==> config.mk <==
export PLATFORM = sky130hd
export DESIGN_NAME = vram_port_arbiter
export DESIGN_NICKNAME = d
export VERILOG_FILES = /design/src/rtl/vram_port_arbiter.sv
export SDC_FILE = /design/constraint.sdc
export NUM_CORES = 1
export LEC_CHECK = 0
export ABC_AREA = 1
export CORE_UTILIZATION = 34
export DETAILED_ROUTE_END_ITERATION = 7
export PLACE_DENSITY = 0.75
export SETUP_SLACK_MARGIN = 0.3
export SLEW_MARGIN = 30
export SYNTH_ARGS = -nofsm -noshare
export SYNTH_HDL_FRONTEND = slang
export SYNTH_SLANG_ARGS = --single-unit
==> constraint.sdc <==
create_clock -name clk -period 1.4 [get_ports clk]
set_input_delay 0.35 -clock clk [delete_from_list [all_inputs] [get_ports clk]]
set_output_delay 0.35 -clock clk [all_outputs]
set_load 0.01 [all_outputs]
==> src/rtl/vram_port_arbiter.sv <==
// Single-port vector RAM arbiter: CPU store-queue writes compete with vector-generator reads.
// Reads win unless a write has waited through MAX_VG_RUN consecutive read grants.
module vram_port_arbiter #(
    parameter int ADDR_W     = 13,
    parameter int MAX_VG_RUN = 4
) (
    input  logic              clk,
    input  logic              rst,
    input  logic              wr_req,
    input  logic [ADDR_W-1:0] wr_addr,
    input  logic [7:0]        wr_data,
    output logic              wr_gnt,
    input  logic              vg_req,
    input  logic [ADDR_W-1:0] vg_addr,
    output logic              vg_gnt,
    input  logic              vg_flush,
    output logic              vg_rvalid,
    output logic [7:0]        vg_rdata,
    output logic [ADDR_W-1:0] bram_addr,
    output logic [7:0]        bram_din,
    output logic              bram_we,
    input  logic [7:0]        bram_dout,
    output logic [1:0]        state
);
    typedef enum logic [1:0] {
        ST_IDLE  = 2'd0,
        ST_READ  = 2'd1,
        ST_WRITE = 2'd2
    } state_t;

    localparam logic [3:0] RUN_MAX = 4'(MAX_VG_RUN);

    state_t              state_q, state_d;
    logic [3:0]          run_cnt_q, run_cnt_d;
    logic [ADDR_W-1:0]   addr_q, addr_d;
    logic [7:0]          din_q, din_d;
    logic                we_q, we_d;
    logic                rvalid_q, rvalid_d;
    logic                vg_gnt_c, wr_gnt_c;

    always_comb begin
        vg_gnt_c  = !rst && vg_req && !vg_flush && (!wr_req || (run_cnt_q < RUN_MAX));
        wr_gnt_c  = !rst && wr_req && !vg_gnt_c;
        state_d   = ST_IDLE;
        we_d      = 1'b0;
        addr_d    = addr_q;
        din_d     = din_q;
        run_cnt_d = wr_req ? run_cnt_q : 4'd0;
        // A flush drops whatever read result would have surfaced next cycle.
        rvalid_d  = (state_q == ST_READ) && !vg_flush;
        if (vg_gnt_c) begin
            addr_d  = vg_addr;
            state_d = ST_READ;
            if (wr_req && (run_cnt_q < RUN_MAX)) begin
                run_cnt_d = run_cnt_q + 4'd1;
            end
        end else if (wr_gnt_c) begin
            addr_d    = wr_addr;
            din_d     = wr_data;
            we_d      = 1'b1;
            state_d   = ST_WRITE;
            run_cnt_d = 4'd0;
        end
    end

    always_ff @(posedge clk or posedge rst) begin
        if (rst) begin
            state_q   <= ST_IDLE;
            run_cnt_q <= 4'd0;
            addr_q    <= '0;
            din_q     <= 8'd0;
            we_q      <= 1'b0;
            rvalid_q  <= 1'b0;
        end else begin
            state_q   <= state_d;
            run_cnt_q <= run_cnt_d;
            addr_q    <= addr_d;
            din_q     <= din_d;
            we_q      <= we_d;
            rvalid_q  <= rvalid_d;
        end
    end

    assign vg_gnt    = vg_gnt_c;
    assign wr_gnt    = wr_gnt_c;
    assign vg_rvalid = rvalid_q;
    assign vg_rdata  = bram_dout;
    assign bram_addr = addr_q;
    assign bram_din  = din_q;
    assign bram_we   = we_q;
    assign state     = state_q;
endmodule
==> results of run 1 <==
## report_power, final
group	switching (mW)	internal (mW)
registers	0.0515	0.899
logic	0.278	0.368
clock network	0.234	0.193
total	0.564	1.46
## registers in the layout, indices dropped and copies added (netlist names)
name	flops
bram_addr	13
bram_din	8
run_cnt_q	4
state	2
vg_rvalid	1
## cell type report
| type | count | area [µm²] | share of cell area |
|---|---|---|---|
| multi-input cells | 111 | 586 | 0.236 |
| flip-flops and latches | 28 | 701 | 0.283 |
| repair buffers | 105 | 953 | 0.385 |
| inverters | 32 | 134 | 0.0540 |
| clock buffers | 3 | 41.3 | 0.0167 |
| well taps | 50 | 62.6 | 0.0253 |
## worst paths after layout
check                              from       endpoint  slack (ns)  cells after the start
setup reg to reg           run_cnt_q[2]    bram_din[5]        0.01                      9
setup / recovery           run_cnt_q[2]         wr_gnt       -0.15                      5
hold reg to reg             bram_din[1]    bram_din[1]        0.48                      2
max in group asynchronous           rst   bram_addr[3]        0.75                      4
hold / removal                      rst  bram_addr[10]        0.47                      4
min in group clk            bram_din[1]    bram_din[1]        0.48                      2
## metal layers
metal / global-route usage / wire length (µm) / up-vias
met5: 0 / 0 / -
met4: 0.0346 / 17 / 0
met3: 0.0405 / 201 / 4
met2: 0.346 / 2070 / 46
met1: 0.218 / 1660 / 684
li1: - / - / 751
## what timing repair did
action | 4_1_cts | 5_1_grt
setup endpoints to repair | 53 | 51
pin swaps | 3 | 6
setup buffers | 16 | 6
gates resized for setup | 137 | 13
gates cloned | 2 | 0
## synthesized netlist by cell type
cell     instances
buf_6            2
o21ai_1          1
a21oi_2          1
nand2_2          3
nor2_4           1
inv_1           30
nor2_1           3
nor3_1           1
dfrtp_1         28
ha_1             1
o21ai_0          1
buf_2            4
buf_4           10
nand2_1         55
nand3_1         43
inv_2            2
o21ai_2          1
## cell usage in the layout (no fill, tap or decap)
master           instances
o21ai_1                  1
nand3_1                 39
buf_2                   19
clkdlybuf4s50_1         34
nor2_4                   1
inv_6                    1
buf_8                    1
buf_6                   14
nand2_2                 10
clkinvlp_4               1
a21oi_2                  1
nand3_2                  4
nor2_1                   2
nor2_2                   1
nand2_4                  3
ha_1                     1
buf_12                   3
inv_4                    2
dlygate4sd2_1            4
inv_1                   27
bufbuf_16                1
nand2_1                 45
inv_2                    1
buf_4                   29
o21ai_2                  2
clkbuf_8                 3
dfrtp_1                 28
nor3_4                   1
## critical path: stages, from the launching register on
cell     delay, ns
dfrtp_1       0.40
o21ai_2       0.21
nand2_4       0.10
nand2_4       0.08
inv_4         0.03
buf_6         0.11
## cell families after synthesis
group                    synth area share
AND/OR/NAND/NOR                     0.324
buffers and inverters               0.164
flip-flops                          0.484
adder cells (fa/ha/maj)           0.00865
AO/OA/AOI/OAI                      0.0190
## through the flow
stage	cell area [µm²]	hold WS, ns	power (mW)	cells	setup TNS (ns)
finish	2480	0.466	2.02	329	-0.238
global route	2480	0.487	2.15	329	-0.865
CTS	2380	0.466	2.00	323	-0.243
detailed placement	2220	0.461	1.57	302	-10.39
global placement	2220	0.457	1.55	302	-9.45
floorplan	1490	0.258	1.21	187	0
==> metrics.txt, run 1 <==
H-tree levels 1; DRT iter0 DRCs 54; Fmax 644 MHz; Root Buffer Master clkbuf_8; Detail Route Antenna Nets 0; mean area per synthesized cell 7.73 µm²; # setup viols final 2; outcome finished with violations; register area share after synthesis 0.484; failing checks negative setup slack; Synthesis Warnings 0; top post-synthesis cells by area dfrtp_1 (48%), nand3_1 (15%), nand2_1 (14%), inv_1 (7.8%), buf_4 (5.2%); Yosys cell types 17; I/O Buffers 65; vias in the first global route 1446; Worst EP required 1.05 ns; DRC 0; Final Hold Fails 0; Die ar. 4520 µm²; Worst Path Arrival 1.20 ns; Overflow after GRT 0; worst-margin pin slew 0.201 ns; antenna diode instance count 0; syn nets 235; Hold Crit Class in -> async; Power Dens Cells 817 nW/µm²; fraction of synthesized cell area taken by the top area cell type 0.484; Slew Limit Headroom 0.866; num rows 23; WL final 3.96 mm; Critical Path Sink Type output port; Worst-Skew Late Latency 0.27 ns; Crit Path Category reg -> out; Via density 4.51; largest net degree at the start of global routing 16; Mapped Area 1450 µm²; Die W 67.2 µm; leakage 1.37 nW; fraction of layout cells with a size suffix above 1 0.351; Synth Instances 187; Period Utilization, post-route 1.11; Post-Route Skew 0.00169 ns; pre-CTS setup slack -0.774 ns; CTS tree built; Clock Tree Buf Depth 2; Core ar. 4030 µm²; detailed placer's ending HPWL 2.69 mm; IR Drop Worst-Case VDD 0.426 mV; GPL Wtd Cong 0.807; final core occ 0.615; CTS buffer count 3; Ports 82; Clock Pin Slew Worst Setup and Hold Paths 0.09 ns; crit-path max FO 3; DR pass1 iterations 2; Layout fillers 359; Seq cells post-synth 28; Initial Util 0.359; first-pass GRT wire length 6.31 mm; Total Routing Usage GR 0.186; via count 1485; Die Ht 67.2 µm; RSZ-0062 raised after global routing true; Post-CTS Hold Buffers 0; leading area contributor after synthesis dfrtp_1; Max Cap Viol 0; Nets 329; Routed WL per cell 12.0 µm; Sink Count 28; Area growth syn-to-layout 71.3%; Slew Viols, Final 0; startpoint types flip-flop; Tmin final 1.55 ns; Final Worst Setup Slack -0.152 ns; initial antenna violation count 0
Note: power is estimated with default switching activity, not from simulation.
==> run 2, diff against run 1 <==
--- a/config.mk
+++ b/config.mk
@@ -5,10 +5,10 @@
 export SDC_FILE = /design/constraint.sdc
 export NUM_CORES = 1
 export LEC_CHECK = 0
-export ABC_AREA = 1
-export CORE_UTILIZATION = 34
+export ABC_AREA = 0
+export CORE_UTILIZATION = 36
 export DETAILED_ROUTE_END_ITERATION = 7
-export PLACE_DENSITY = 0.75
+export PLACE_DENSITY = 0.77
 export SETUP_SLACK_MARGIN = 0.3
 export SLEW_MARGIN = 30
 export SYNTH_ARGS = -nofsm -noshare
==> metrics.txt, run 2 <==
outcome finished with violations (unchanged); failing checks negative setup slack (unchanged); Crit. Startpoint run_cnt_q[2] (unchanged); Worst Path Arrival 1.25 ns (was 1.20 ns); Critical Path, Cell by Cell o311a_1 > buf_2 (was o21ai_2 > nand2_4 > nand2_4 > inv_4 > buf_6); Slew Viols, Final 0 (unchanged); Tmin final 1.60 ns (was 1.55 ns); Clock Tree Buf Depth 2 (unchanged); commonest non-fill, non-tap cell in the layout clkdlybuf4s50_1 (was nand2_1); largest net degree at the start of global routing 29 (was 16); Worst EP required 1.05 ns (about the same); CTS tree built (unchanged); Die W 68.2 µm (was 67.2 µm); Crit Path Category reg -> out (unchanged); Die ar. 4650 µm² (was 4520 µm²); Yosys cell types 27 (was 17); Detail Route Antenna Nets 0 (unchanged); first-pass GRT wire length 7.49 mm (was 6.31 mm); worst-margin pin slew 0.381 ns (was 0.201 ns); via count 1549 (was 1485); mean area per synthesized cell 11.0 µm² (was 7.73 µm²); Synth Instances 143 (was 187); Period Utilization, post-route 1.14 (was 1.11); Die Ht 68.2 µm (was 67.2 µm); IR Drop Worst-Case VDD 0.467 mV (was 0.426 mV); Core ar. 4120 µm² (was 4030 µm²); Max Cap Viol 0 (unchanged); WL final 4.93 mm (was 3.96 mm); Worst-Skew Late Latency 0.28 ns (was 0.27 ns); vias in the first global route 1472 (was 1446); top post-synthesis cells by area dfrtp_1 (44%), and4bb_2 (10%), mux2_4 (7.6%), a221oi_1 (7.2%), a22oi_1 (6.2%) (was dfrtp_1 (48%), nand3_1 (15%), nand2_1 (14%), inv_1 (7.8%), buf_4 (5.2%)); GPL Wtd Cong 0.773 (was 0.807); # setup viols final 23 (was 2); Sink Count 28 (unchanged); Final Worst Setup Slack -0.203 ns (was -0.152 ns); Nets 280 (was 329); Synth top cells by count dfrtp_1 (28), inv_1 (14) (was nand2_1 (55), nand3_1 (43), inv_1 (30), dfrtp_1 (28), buf_4 (10)); Largest register FFs 13 (unchanged); Layout Cells excl Fill 281 (was 329); Mapped Area 1580 µm² (was 1450 µm²); Post-CTS Hold Buffers 0 (unchanged); leakage 1.22 nW (was 1.37 nW); fraction of layout cells with a size suffix above 1 0.506 (was 0.351); leading area contributor after synthesis dfrtp_1 (unchanged); most frequent cell after synthesis dfrtp_1 (was nand2_1); CP top delay family flip-flops (unchanged); DR pass1 iterations 4 (was 2); CP peak stage delay 0.43 ns (was 0.40 ns); initial antenna violation count 0 (unchanged); commonest cells after routing, fill and taps aside clkdlybuf4s50_1 (34), dfrtp_1 (28), buf_2 (27) (was nand2_1 (45), nand3_1 (39), clkdlybuf4s50_1 (34)); register area share after synthesis 0.444 (was 0.484); H-tree levels 1 (unchanged); crit-path max FO 3 (unchanged); Slew Limit Headroom 0.746 (was 0.866); CP max-delay cell dfrtp_1 (unchanged); Area growth syn-to-layout 66.2% (was 71.3%); Seq cells post-synth 28 (unchanged); startpoint types flip-flop (unchanged); RSZ-0062 raised after global routing true (unchanged); detailed placer's ending HPWL 2.96 mm (was 2.69 mm); Overflow after GRT 0 (unchanged); reg2reg start run_cnt_q[2] (unchanged); Post-Route Skew 0.00205 ns (was 0.00169 ns); Root Buffer Master clkbuf_8 (unchanged); syn nets 191 (was 235); placed cell areas 2340 µm² (was 2220 µm²); Layout fillers 329 (was 359); DRC 0 (unchanged); Initial Util 0.383 (was 0.359); cell area after layout 2620 µm² (was 2480 µm²); Main synth FF type dfrtp_1 (unchanged); Ports 82 (unchanged); Post-synth EDFFs 0 (unchanged); Fmax 624 MHz (was 644 MHz); Synthesis Warnings 0 (unchanged); Total Routing Usage GR 0.222 (was 0.186); CTS buffer count 3 (unchanged); Power Dens Cells 886 nW/µm² (was 817 nW/µm²); Inst Count DP 258 (was 302); I/O Buffers 65 (unchanged); DRT iter0 DRCs 58 (was 54); Async S/R FF share, synth 1.00 (unchanged); Via density 5.51 (was 4.51); pre-CTS setup slack -0.831 ns (was -0.774 ns); num rows 23 (unchanged); fraction of synthesized cell area taken by the top area cell type 0.444 (was 0.484); Final Hold Fails 0 (unchanged); Hold Crit Class in -> async (unchanged); Critical Path Sink Type output port (unchanged); Routed WL per cell 17.5 µm (was 12.0 µm); antenna diode instance count 0 (unchanged); CP bufs+invs 1 (was 2); final core occ 0.637 (was 0.615); Clock Pin Slew Worst Setup and Hold Paths 0.10 ns (was 0.09 ns)
==> run 2: changes by cell type in the layout (fill, tap and decap cells not counted), sizes merged, moves of 8 or more <==
cell | before | now
nand3 | 43 | 0
a221oi | 0 | 13
mux2 | 0 | 8
inv | 31 | 13
and4bb | 0 | 13
nand2 | 58 | 1
a22oi | 0 | 13
o21ai | 3 | 14
==> run 2: through the flow <==
stage | power, mW | TNS (ns) | hold slack (ns)
floorplan | 1.28 | -1.39 | 0.257
global placement | 1.64 | -16.41 | 0.444
detailed placement | 1.65 | -16.51 | 0.455
CTS | 2.28 | -0.908 | 0.315
global route | 2.43 | -2.53 | 0.354
finish | 2.32 | -1.62 | 0.323
==> run 2: cell families after synthesis <==
group | synth area share
compound gates | 0.209
fa+ha+maj | 0.00793
buf+inv | 0.114
flops | 0.444
mux | 0.0761
simple gates | 0.149
==> run 2: power breakdown <==
| group | leakage [nW] | switching, mW | internal (mW) |
|---|---|---|---|
| Sequential | 0.333 | 0.0480 | 0.907 |
| Combinational | 0.851 | 0.295 | 0.419 |
| Clock | 0.0357 | 0.271 | 0.384 |
==> run 2: worst register-to-register path, stage by stage (launching register included) <==
cell,delay [ns]
dfrtp_1,0.43
o311a_1,0.39
buf_4,0.16
buf_6,0.13
mux2_4,0.30
==> run 2: area by class of cell <==
cell class | count | area (µm²) | share of cell area
Clock buffer | 3 | 41.3 | 0.0157
Multi-Input combinational cell | 79 | 806 | 0.307
Tap cell | 50 | 62.6 | 0.0239
Timing Repair Buffer | 105 | 921 | 0.351
Clock inverter | 1 | 30.0 | 0.0115
Sequential cell | 28 | 701 | 0.267
Inverter | 15 | 61.3 | 0.0234
==> run 2: path summary, 6_finish.rpt <==
| path | slack [ns] | cells after the start | endpoint |
|---|---|---|---|
| setup / recovery | -0.20 | 2 | wr_gnt |
| hold / removal | 0.32 | 4 | bram_addr[12] |
| setup reg to reg | -0.11 | 4 | bram_din[2] |
| hold reg to reg | 0.45 | 1 | vg_rvalid |
| max in group asynchronous | 0.80 | 4 | run_cnt_q[2] |
| min in group clk | 0.39 | 3 | state[0] |
==> run 2: routing by layer <==
layer,vias to the layer above,track usage,routed length (µm)
met5,-,0,0
met4,0,0.0885,78
met3,9,0.0383,289
met2,60,0.369,2450
met1,772,0.283,2110
li1,708,-,-
==> run 2: what timing repair did <==
action                     in CTS  in global routing
setup endpoints to repair      54                 52
pin swaps                      16                  9
setup buffers                   9                  6
gates resized for setup       158                  6
cloned                          4                  0
